[src/rtl/spi_sram_master.sv]
// SPI mode-0 initiator turning single-word read/write requests into 23LC1024 serial SRAM
// frames: command byte, 24-bit byte address, 16 data bits, MSB first on a single data line.
module spi_sram_master #(
   parameter int unsigned HALF_PERIOD = 2,
   parameter int unsigned ADDR_WIDTH  = 16
) (
   input  logic                  clock,
   input  logic                  resetb,
   input  logic                  req_valid,
   output logic                  req_ready,
   input  logic                  req_we,
   input  logic [ADDR_WIDTH-1:0] req_addr,
   input  logic [15:0]           req_wdata,
   output logic                  rsp_valid,
   output logic [15:0]           rsp_rdata,
   output logic                  spi_cs_n,
   output logic                  spi_sck,
   output logic                  spi_mosi,
   input  logic                  spi_miso,
   output logic                  spi_hold_n
);

   localparam int unsigned HcntW = (HALF_PERIOD > 1) ? $clog2(HALF_PERIOD) : 1;
   localparam logic [HcntW-1:0] HcntLast = HcntW'(HALF_PERIOD - 1);
   localparam logic [HcntW-1:0] HcntOne  = HcntW'(1);
   localparam logic [7:0] CmdWrite = 8'h02;
   localparam logic [7:0] CmdRead  = 8'h03;
   localparam logic [5:0] BitFirst = 6'd47;

   typedef enum logic [1:0] {StIdle, StStart, StShift, StEnd} state_t;

   state_t            state_q, state_d;
   logic [HcntW-1:0]  hcnt_q, hcnt_d;
   logic [5:0]        bit_q, bit_d;
   logic              tail_q, tail_d;
   logic [47:0]       shift_q, shift_d;
   logic [15:0]       rx_q, rx_d;
   logic              we_q, we_d;
   logic              cs_n_q, cs_n_d;
   logic              sck_q, sck_d;
   logic              mosi_q, mosi_d;
   logic              ready_q, ready_d;
   logic              rsp_valid_q, rsp_valid_d;
   logic [15:0]       rsp_rdata_q, rsp_rdata_d;
   logic [23:0]       byte_addr;
   logic [47:0]       frame;

   always_ff @(posedge clock or negedge resetb) begin
      if (!resetb) begin
         state_q     <= StIdle;
         hcnt_q      <= '0;
         bit_q       <= '0;
         tail_q      <= 1'b0;
         shift_q     <= '0;
         rx_q        <= '0;
         we_q        <= 1'b0;
         cs_n_q      <= 1'b1;
         sck_q       <= 1'b0;
         mosi_q      <= 1'b0;
         ready_q     <= 1'b1;
         rsp_valid_q <= 1'b0;
         rsp_rdata_q <= '0;
      end else begin
         state_q     <= state_d;
         hcnt_q      <= hcnt_d;
         bit_q       <= bit_d;
         tail_q      <= tail_d;
         shift_q     <= shift_d;
         rx_q        <= rx_d;
         we_q        <= we_d;
         cs_n_q      <= cs_n_d;
         sck_q       <= sck_d;
         mosi_q      <= mosi_d;
         ready_q     <= ready_d;
         rsp_valid_q <= rsp_valid_d;
         rsp_rdata_q <= rsp_rdata_d;
      end
   end

   always_comb begin
      state_d     = state_q;
      hcnt_d      = hcnt_q;
      bit_d       = bit_q;
      tail_d      = tail_q;
      shift_d     = shift_q;
      rx_d        = rx_q;
      we_d        = we_q;
      cs_n_d      = cs_n_q;
      sck_d       = sck_q;
      mosi_d      = mosi_q;
      ready_d     = ready_q;
      rsp_valid_d = 1'b0;
      rsp_rdata_d = rsp_rdata_q;

      byte_addr = '0;
      byte_addr[ADDR_WIDTH:0] = {req_addr, 1'b0};
      frame = {(req_we ? CmdWrite : CmdRead), byte_addr, (req_we ? req_wdata : 16'h0000)};

      unique case (state_q)
         StIdle: begin
         end
         StStart: begin
            if (hcnt_q == '0) begin
               state_d = StShift;
               hcnt_d  = HcntLast;
               sck_d   = 1'b1;
               rx_d    = {rx_q[14:0], spi_miso};
            end else begin
               hcnt_d = hcnt_q - HcntOne;
            end
         end
         StShift: begin
            if (hcnt_q != '0) begin
               hcnt_d = hcnt_q - HcntOne;
            end else begin
               hcnt_d = HcntLast;
               if (sck_q) begin
                  sck_d = 1'b0;
                  if (bit_q == '0) begin
                     tail_d = 1'b1;
                     mosi_d = 1'b0;
                  end else begin
                     bit_d   = bit_q - 6'd1;
                     shift_d = {shift_q[46:0], 1'b0};
                     mosi_d  = shift_q[46];
                  end
               end else if (tail_q) begin
                  // One extra low half-period of hold before deselecting.
                  state_d     = StEnd;
                  cs_n_d      = 1'b1;
                  rsp_valid_d = 1'b1;
                  ready_d     = (HALF_PERIOD == 1);
                  if (!we_q) begin
                     rsp_rdata_d = rx_q;
                  end
               end else begin
                  sck_d = 1'b1;
                  rx_d  = {rx_q[14:0], spi_miso};
               end
            end
         end
         StEnd: begin
            // Ready rises one cycle early so a held request starts exactly H cycles after cs_n rises.
            if (hcnt_q == '0) begin
               state_d = StIdle;
            end else begin
               hcnt_d = hcnt_q - HcntOne;
               if (hcnt_q == HcntOne) begin
                  ready_d = 1'b1;
               end
            end
         end
         default: begin
            state_d = StIdle;
         end
      endcase

      if (req_valid && ready_q) begin
         state_d = StStart;
         hcnt_d  = HcntLast;
         bit_d   = BitFirst;
         tail_d  = 1'b0;
         shift_d = frame;
         mosi_d  = frame[47];
         cs_n_d  = 1'b0;
         sck_d   = 1'b0;
         ready_d = 1'b0;
         we_d    = req_we;
      end
   end

   assign req_ready  = ready_q;
   assign rsp_valid  = rsp_valid_q;
   assign rsp_rdata  = rsp_rdata_q;
   assign spi_cs_n   = cs_n_q;
   assign spi_sck    = sck_q;
   assign spi_mosi   = mosi_q;
   assign spi_hold_n = 1'b1;

endmodule

[config.mk]
export PLATFORM = sky130hd
export DESIGN_NAME = spi_sram_master
export DESIGN_NICKNAME = d
export VERILOG_FILES = /design/src/rtl/spi_sram_master.sv
export SDC_FILE = /design/constraint.sdc
export NUM_CORES = 1
export LEC_CHECK = 0
export CAP_MARGIN = 25
export CORE_MARGIN = 2
export CORE_UTILIZATION = 56
export CTS_CLUSTER_DIAMETER = 60
export DETAILED_ROUTE_END_ITERATION = 6
export PLACE_DENSITY = 0.8
export SKIP_LAST_GASP = 1
export SYNTH_ARGS = -nofsm -noshare
export SYNTH_HDL_FRONTEND = slang
export SYNTH_SLANG_ARGS = --single-unit
[constraint.sdc]
create_clock -name clock -period 2.3 [get_ports clock]
set_input_delay 0.46 -clock clock [delete_from_list [all_inputs] [get_ports clock]]
set_output_delay 0.46 -clock clock [all_outputs]
set_load 0.005 [all_outputs]
# After elaboration in Yosys (flattened, before gate mapping)
# Index checks and enable logic that the tools add are counted.
[totals]
mem_bits_ro = 0
mem_count = 0
ram_bits = 0
latchBits = 0
elab_cells = 114
reg_bits = 95
[classes]
div_mod_pow = 0
add_sub_neg = 2
magnitude_cmp = 0
n_mux = 59
bitwise_logic = 3
n_eq_ne = 16
multipliers = 0
reduce_logical = 21
shift = 0
[op_table]
columns = ["operator", "count"]
rows = [
  ["$mux 47", 5],
  ["$mux 16", 5],
  ["$mux 1", 33],
  ["$pmux 16 s2", 1],
  ["$mux 6", 5],
  ["$ne 3x3->1 const B", 6],
  ["$reduce_and 5->1", 3],
  ["$mux 2", 6],
  ["$reduce_and 4->1", 3],
  ["$reduce_bool 2->1", 5],
  ["$reduce_bool 3->1", 3],
  ["$ne 2x2->1 const B", 4],
  ["$logic_not 6->1", 1],
  ["$ne 2x1->1 const B", 3],
  ["$pmux 1 s2", 3],
  ["$pmux 2 s3", 1],
  ["$reduce_and 3->1", 2],
  ["$reduce_and 6->1", 1],
  ["$sub 6x1->6 const B", 1],
  ["$eq 2x2->1 const B", 2],
  ["$reduce_bool 4->1", 1],
  ["$not 1->1", 3],
  ["$eq 2x1->1 const B", 1],
  ["$reduce_or 2->1", 1],
  ["2 further kinds", 2],
]

# Depth between registers and ports, before layout
# Gate-level depths: netlist of the first run.
[depth]
depth_word = 6
ltp_mapped = 8
ltp_nobuf = 5

# Worst setup path before layout of the first run
# No wires, ideal clock.
[synth_timing]
path_type = "reg-to-reg"
startpoint = "register state_q[0]"
endpoint = "register rsp_rdata_q[0] (netlist: rsp_rdata[0])"
t_arrival_ns = 1.696
path_buffers = 2
required_time_ns = 2.175
path_slack_ns = 0.479
path_stages_with_launch = 8
path_cell_list = "dfrtp_1 inv_1 ha_1 buf_6 nand2_2 nor4_4 buf_6 mux2_4"
[synth_between]
elab_chain_len = 2
[synth_lines]
columns = ["element", "line_no", "text"]
rows = [
  ["from (decl)", "32", "state_t state_q, state_d;"],
  ["from (signal assigned)", "50", "state_q <= StIdle;"],
  ["from (signal assigned)", "64", "state_q <= state_d;"],
  ["$eq 2x2->1", "99", "unique case (state_q)"],
  ["$reduce_and 5->1 (no line)", "--", ""],
  ["to (signal assigned)", "76", "rsp_rdata_q <= rsp_rdata_d;"],
  ["to (decl)", "44", "logic [15:0] rsp_rdata_q, rsp_rdata_d;"],
]
# Every way passes these cells.
# A chain may end at the register's enable or synchronous reset.

# Worst setup path after layout of the first run
[layout_timing]
startpoint = "register state_q[0]"
endpoint = "register rx_q[2]"
[layout_between]
elab_chain_len = 3
word_cells_on_any_way = 9
cone_classes = "eq/ne: 6; mux: 1; reduce/logical: 2"
[layout_lines]
columns = ["element", "line_no", "text"]
rows = [
  ["$eq 2x2->1 / $eq 2x1->1 (equally long branches)", "99", ""],
  ["$ne 2x2->1 (no line) / $reduce_bool 2->1 (equally long branches)", "--", ""],
  ["$reduce_and 5->1 (no line)", "--", ""],
  ["to (signal assigned)", "69", "rx_q <= rx_d;"],
  ["to (decl)", "37", "logic [15:0] rx_q, rx_d;"],
]
# Parallel ways exist; a longest one is shown, timed or not.

==> results of run 1 <==
==> layout make-up <==
cell class | count | area share
Clock buffer | 9 | 0.02118
Clock inverter | 7 | 0.01027
Inverter | 6 | 0.003850
Multi-Input combinational cell | 300 | 0.4039
Sequential cell | 95 | 0.4068
Tap cell | 108 | 0.02310
Timing Repair Buffer | 75 | 0.1309
==> per-layer routing <==
metal | share of wire | vias to the layer above | wire length (um)
li1 | - | 1774 | -
met1 | 0.46 | 1877 | 5008
met2 | 0.47 | 122 | 5130
met3 | 0.055 | 9 | 594
met4 | 0.0085 | 0 | 92
met5 | 0 | - | 0
==> registers in the layout, indices dropped and copies added, names as in the netlist <==
name       count
rsp_valid      1
spi_cs_n       1
rsp_rdata     16
spi_sck        1
req_ready      1
bit_q          6
state_q        2
spi_mosi       1
hcnt_q         1
rx_q          16
shift_q       47
tail_q         1
we_q           1
==> worst max-delay path, stage by stage (launching register included) <==
cell       delay [ns]
dfrtp_1          0.43
inv_1            0.09
ha_1             0.32
o2111ai_2        0.75
mux2_2           0.42
==> how the worst max path moves through the flow <==
stage / start / end / slack [ns] / cells after the start
CTS: state_q[0] / rx_q[2] / 0.17 / 4
detailed placement: state_q[0] / rx_q[8] / 0.18 / 4
global placement: req_valid / shift_q[25] / 0.23 / 5
floorplan: state_q[0] / rsp_rdata[0] / 0.48 / 7
finish: state_q[0] / rx_q[2] / 0.19 / 4
global route: state_q[0] / shift_q[45] / 0.02 / 7
==> cells by family after synthesis <==
family,after synthesis
other cells,1
buf+inv,54
mux,51
xor+xnor,1
simple gates,120
fa+ha+maj,7
flops,95
compound gates,120
==> per-stage QoR <==
stage / power (mW) / util / worst slack [ns] / area, sq um
final: 6.861 / 0.6707 / 0.1882 / 5849
after global routing: 7.357 / 0.6707 / 0.02465 / 5849
after CTS: 6.904 / 0.6707 / 0.1719 / 5849
after detailed placement: 5.832 / 0.6496 / 0.1821 / 5665
after global placement: 5.669 / 0.6496 / 0.2332 / 5665
after floorplan: 4.939 / - / 0.4788 / 5015
==> layout by cell type, fill, tap and decap left out, types with 2 or more instances in the layout <==
cell,n
nor3_1,2
mux2_2,22
or3_1,2
dfstp_2,2
o211ai_1,33
ha_1,7
o21ai_0,3
and2_1,2
a21oi_1,4
inv_1,6
clkbuf_8,9
clkinv_4,2
clkdlybuf4s50_1,56
mux2i_1,19
dfrtp_1,93
nand4_1,2
nand2_1,37
a31oi_1,4
mux2_4,10
a22oi_1,32
buf_4,14
inv_6,3
nor2_1,13
nand2b_1,4
and3b_1,33
o2111ai_1,31
nand3_1,17
o21a_1,3
buf_12,5
==> where the power goes <==
part	switching (mW)	leakage [nW]	internal [mW]
clock	0.644	0.0965	0.414
combinational	1.42	1.24	1.47
sequential	0.539	1.21	2.37
total	2.60	2.55	4.26
==> summary.txt, run 1 <==
Outcome
  • Outcome: finished, final reports clean

Logic synthesis
  • Post-synthesis mux area share: 0.1173
  • Synth Area in Simple Gates: 0.1442
  • Main combinational cell family by area after synthesis: compound AO/OA/AOI/OAI gates
  • Top post-synthesis cells by count: 93 x dfrtp_1, 37 x nand2_1, 33 x and3b_1, 33 x o211ai_1, 32 x a22oi_1
  • Post-synthesis adder-cell area fraction: 0.01747
  • Register bit count reported by yosys: 95
  • Synth warn: 0
  • Sequential element share of the synthesized area: 0.4746
  • Netlist cell types: 46
  • Most frequently used flop master after synthesis: dfrtp_1
  • Synth Area in Compound Gates: 0.1886
  • Synth async-reset ratio: 1.000
  • Synth Area in XOR/XNOR: 0.001747
  • Synth top area cells: dfrtp_1 46%, and3b_1 5.8%, o2111ai_1 5.4%
  • Post-Syn Area: about 5000 sq um
  • Synth Net Count: 493
  • Area share of the largest cell type after synthesis: 0.4641
  • Cells after synthesis: ~450
  • Syn_area_per_cell: 11.17 sq um
  • Top cell type by total area after synthesis: dfrtp_1
  • Number of synthesized flops with an enable pin: 0
  • Leading cell type by number of instances after synthesis: dfrtp_1

Final layout
  • Area delta synth->final: 16.64%
  • Layout cells sized above 1: 0.1626
  • FF/Latch Area: between 2000 and 2500 sq um
  • Area of the multi-input gates: about 2400 sq um
  • Ant diodes: 0
  • Final Net Count: around 530
  • Filler Cell Count: approximately 700
  • Finished Layout Cells: 600

STA
  • Setup violators final: 0
  • Crit path time final: approximately 2.1 ns
  • RSZ-0062 raised after global routing: no
  • WHS: about 0.019 ns
  • Final setup TNS: 0 ns
  • Fmax: roughly 0.47 GHz
  • Pins Over Slew Limit: 0
  • Worst-Margin Slew: about 0.85 ns
  • Max Clock Skew: 0.01524 ns
  • Final hold viol count: 0
  • Slew margin rel.: 0.4308
  • Final Cycle Share: 0.9182

Floorplanning
  • IO Count: 59
  • Die width: around 99 um
  • Die area: roughly 10000 sq um
  • CORE AREA: 8721 sq um
  • # rows: 34
  • Starting Density: 0.5750
  • Die H: about 99 um

Routing
  • 1st-pass router iterations: 5
  • Final wirelength: between 10 and 15 mm
  • Residual DRC: 0
  • DRT antenna net count: 0
  • Via count: ~3800
  • WL/cell: about 18 um
  • Vias per cell: 6.303
  • Iter 0 DRT Violations: a little over 300

Placement
  • Dpl hpwl: 6.679 mm
  • Port buffer count: between 50 and 60
  • Dpl cells: approximately 580
  • Gpl congestion: 0.7700

Global route
  • Gr ovfl total: 0
  • Grt peak-use layer: met2
  • M2 GR Usage: 0.3564
  • Routing usage on met3: 0.04610
  • Initial antenna violation count: 0
  • Overall global routing resource usage: 0.2334
  • Largest net degree at the start of global routing: 63
  • Vias in the first global route: 3691
  • Wire length of the first global-routing pass: approximately 19 mm
  • Met1 GRT Util: 0.3421

CTS
  • Post-CTS sizing: 0
  • Clock buffer depth: 2
  • Setup Buffers After CTS: 0
  • TritonCTS Buffers: 9
  • CTS Sinks: 95
  • Clock root buffer: clkbuf_8
  • CTS clk-pin slew, worst paths: roughly 0.10 ns
  • H-tree depth: 3
  • Hold_buf cts: 0
  • CTS tree: done
  • Clk Latency, worst-skew pair: between 0.3 and 0.4 ns

Job
  • Max Cap Viol: 0

Critical path
  • Flop2flop setup slack: 0.19 ns
  • CP arrival: 2.37 ns
  • CP max FO: 16
  • RR Endpoint: rx_q[2]
  • Worst Path Required: ~2.6 ns
  • Reg2reg path depth: 4
  • Worst setup SP type: register
  • WS Path Type: reg2reg
  • FF-to-FF Start: state_q[0]
  • Crit end category: register

Power
  • Peak supply drop: approximately 0.48 mV
  • Static leakage power: 2.552 nW
  • Power density cells: approximately 1200 nW/um^2

Worst hold path
  • Hold Path Class: in2async
No activity file was read; power rests on OpenSTA's default activity.
==> run 2: changes to the inputs <==
- CORE_UTILIZATION: 56 -> 64
- DONT_BUFFER_PORTS: not set -> 1
==> summary.txt, run 2 (synthesis gave the netlist of run 1 again) <==
CTS
  • CTS tree: done (unchanged)
  • H-tree depth: 3 (unchanged)
  • Clock root buffer: clkbuf_8 (unchanged)
  • CTS Sinks: 95 (unchanged)
  • TritonCTS Buffers: 9 (unchanged)
  • Clock buffer depth: 2 (unchanged)
  • CTS clk-pin slew, worst paths: 0.10 ns (about the same)
  • Clk Latency, worst-skew pair: 0.36 ns (was 0.38 ns)

Placement
  • Dpl hpwl: 6.249 mm (was 6.679 mm)
  • Gpl congestion: 0.8657 (was 0.7700)
  • Dpl cells: 517 (was 584)
  • Port buffer count: 0 (was 57)
  • DP Worst Slack: 0.1515 ns (was 0.1821 ns)
  • Placement Cell Area: 5047 sq um (was 5665 sq um)

Global route
  • Met1 GRT Util: 0.3744 (was 0.3421)
  • Routing usage on met3: 0.04394 (was 0.04610)
  • Largest net degree at the start of global routing: 96 (was 63)
  • Vias in the first global route: 3485 (was 3691)
  • Wire length of the first global-routing pass: 17.40 mm (was 18.54 mm)
  • Overall global routing resource usage: 0.2537 (was 0.2334)
  • Gr ovfl total: 0 (unchanged)
  • Grt peak-use layer: met1 (was met2)
  • Initial antenna violation count: 0 (unchanged)
  • M2 GR Usage: 0.3717 (was 0.3564)

Critical path
  • Worst Path Required: 2.58 ns (was 2.56 ns)
  • CP arrival: 2.44 ns (was 2.37 ns)
  • WS Path Type: reg2reg (unchanged)
  • Crit end category: register (unchanged)
  • CP max FO: 14 (was 16)
  • Worst setup SP type: register (unchanged)

Floorplanning
  • IO Count: 59 (unchanged)
  • Starting Density: 0.6558 (was 0.5750)
  • CORE AREA: 7647 sq um (was 8721 sq um)
  • Die H: 92.52 um (was 98.63 um)
  • # rows: 32 (was 34)
  • Die area: 8560 sq um (was 9728 sq um)
  • Die width: 92.52 um (was 98.63 um)

STA
  • Crit path time final: 2.160 ns (was 2.112 ns)
  • Final Cycle Share: 0.9392 (was 0.9182)
  • Worst-Margin Slew: 0.5668 ns (was 0.8538 ns)
  • Slew margin rel.: 0.6220 (was 0.4308)
  • PnR worst setup slack: 0.1399 ns (was 0.1882 ns)
  • Fmax: 0.4629 GHz (was 0.4735 GHz)
  • Pins Over Slew Limit: 0 (unchanged)
  • Final hold viol count: 95 (was 0)
  • WHS: -0.2243 ns (was 0.01909 ns)
  • Setup violators final: 0 (unchanged)
  • Final setup TNS: 0 ns (unchanged)
  • Max Clock Skew: 0.01295 ns (was 0.01524 ns)

Final layout
  • Most flops, register: shift_q (unchanged)
  • Max FFs per register: 47 (unchanged)
  • Layout cells sized above 1: 0.1740 (was 0.1626)
  • Design area: 5286 sq um (was 5849 sq um)
  • Commonest non-fill, non-tap cell in the layout: dfrtp_1 (unchanged)
  • Area delta synth->final: 5.414% (was 16.64%)
  • Finished Layout Cells: 533 (was 600)
  • Final Net Count: 470 (was 531)
  • Ant diodes: 0 (unchanged)
  • Most frequent cells in the layout: 93 x dfrtp_1, 37 x nand2_1, 33 x and3b_1, 33 x o211ai_1, 32 x a22oi_1 (was 93 x dfrtp_1, 56 x clkdlybuf4s50_1, 37 x nand2_1)
  • Core Util, Final: 0.6913 (was 0.6707)

Power
  • Peak supply drop: 0.5424 mV (was 0.4800 mV)
  • Power density cells: 1282 nW/um^2 (was 1173 nW/um^2)
  • Switch Pwr: 2.506 mW (was 2.602 mW)
  • Overall Power: 6.779 mW (was 6.861 mW)
  • Combinational Power Share: 0.384 (was 0.422)
  • Static leakage power: 2.330 nW (was 2.552 nW)
  • Switching share of power: 0.3697 (was 0.3793)
  • Clock share of power: 0.186 (was 0.154)
  • Share of power burned in registers: 0.430 (was 0.424)
  • Power Internal: 4.272 mW (was 4.258 mW)

Routing
  • Final wirelength: 10.44 mm (was 10.83 mm)
  • Via count: 3577 (was 3782)
  • WL/cell: 19.58 um (was 18.04 um)
  • Vias per cell: 6.711 (was 6.303)
  • DRT antenna net count: 0 (unchanged)
  • Iter 0 DRT Violations: 304 (was 306)
  • 1st-pass router iterations: 5 (unchanged)
  • Residual DRC: 0 (unchanged)

Outcome
  • Failing checks: negative hold slack
  • Outcome: finished, violations left (was finished, final reports clean)

Job
  • Max Cap Viol: 0 (unchanged)

Worst hold path
  • Hold Path Class: in2async (unchanged)
run 2: cell types whose count changed in the layout (fill, tap and decap cells not counted), sizes merged:
cell,before,now
bufinv,0,2
buf,19,14
clkinv,3,1
clkinvlp,0,1
inv,10,8
clkbuf,9,10
clkdlybuf4s50,56,0
run 2: worst paths after layout:
kind	depth (start not counted)	slack, ns	startpoint	endpoint
max	6	0.14	state_q[0]	shift_q[37]
min	0	-0.22	resetb	shift_q[28]
max reg2reg	6	0.14	state_q[0]	shift_q[37]
min reg2reg	1	0.51	rx_q[15]	rsp_rdata[15]
max in group asynchronous	0	2.33	resetb	req_ready
min in group clock	2	0.22	req_addr[2]	shift_q[19]
run 2: cell type report:
type / count / area (sq um)
Sequential cell: 95 / 2380
Multi-Input combinational cell: 300 / 2374
Fill cell: 552 / 2361
Timing Repair Buffer: 14 / 155.1
Clock buffer: 10 / 137.6
Tap cell: 102 / 127.6
Clock inverter: 6 / 90.09
Inverter: 6 / 22.52
run 2: critical path: stages (launching register included):
cell	delay, ns
dfrtp_1	0.44
inv_1	0.10
ha_1	0.45
nand3b_4	0.24
a21oi_2	0.41
buf_12	0.22
mux2i_1	0.22
run 2: repair_timing:
| item | CTS | global route |
|---|---|---|
| endpoints found under the hold margin | 95 | 95 |
| setup endpoints to repair | 0 | 11 |
| gates resized for setup | 0 | 1 |
| setup buffers | 0 | 0 |
run 2: power by group through the flow:
stage / clock (mW) / combinational (mW) / sequential [mW]
CTS: 1.27 / 2.59 / 2.91
detailed placement: 0 / 2.57 / 2.94
finish: 1.26 / 2.60 / 2.92
floorplan: 0 / 2.19 / 2.75
global placement: 0 / 2.47 / 2.89
global route: 1.35 / 2.87 / 3.00
run 2: layer usage:
layer  wire (um)  part of all wire  up-vias
met4         231             0.022        0
met2        4962              0.48      115
li1            -                 -     1650
met1        4778              0.46     1789
met5           0                 0        -
met3         463             0.044       23
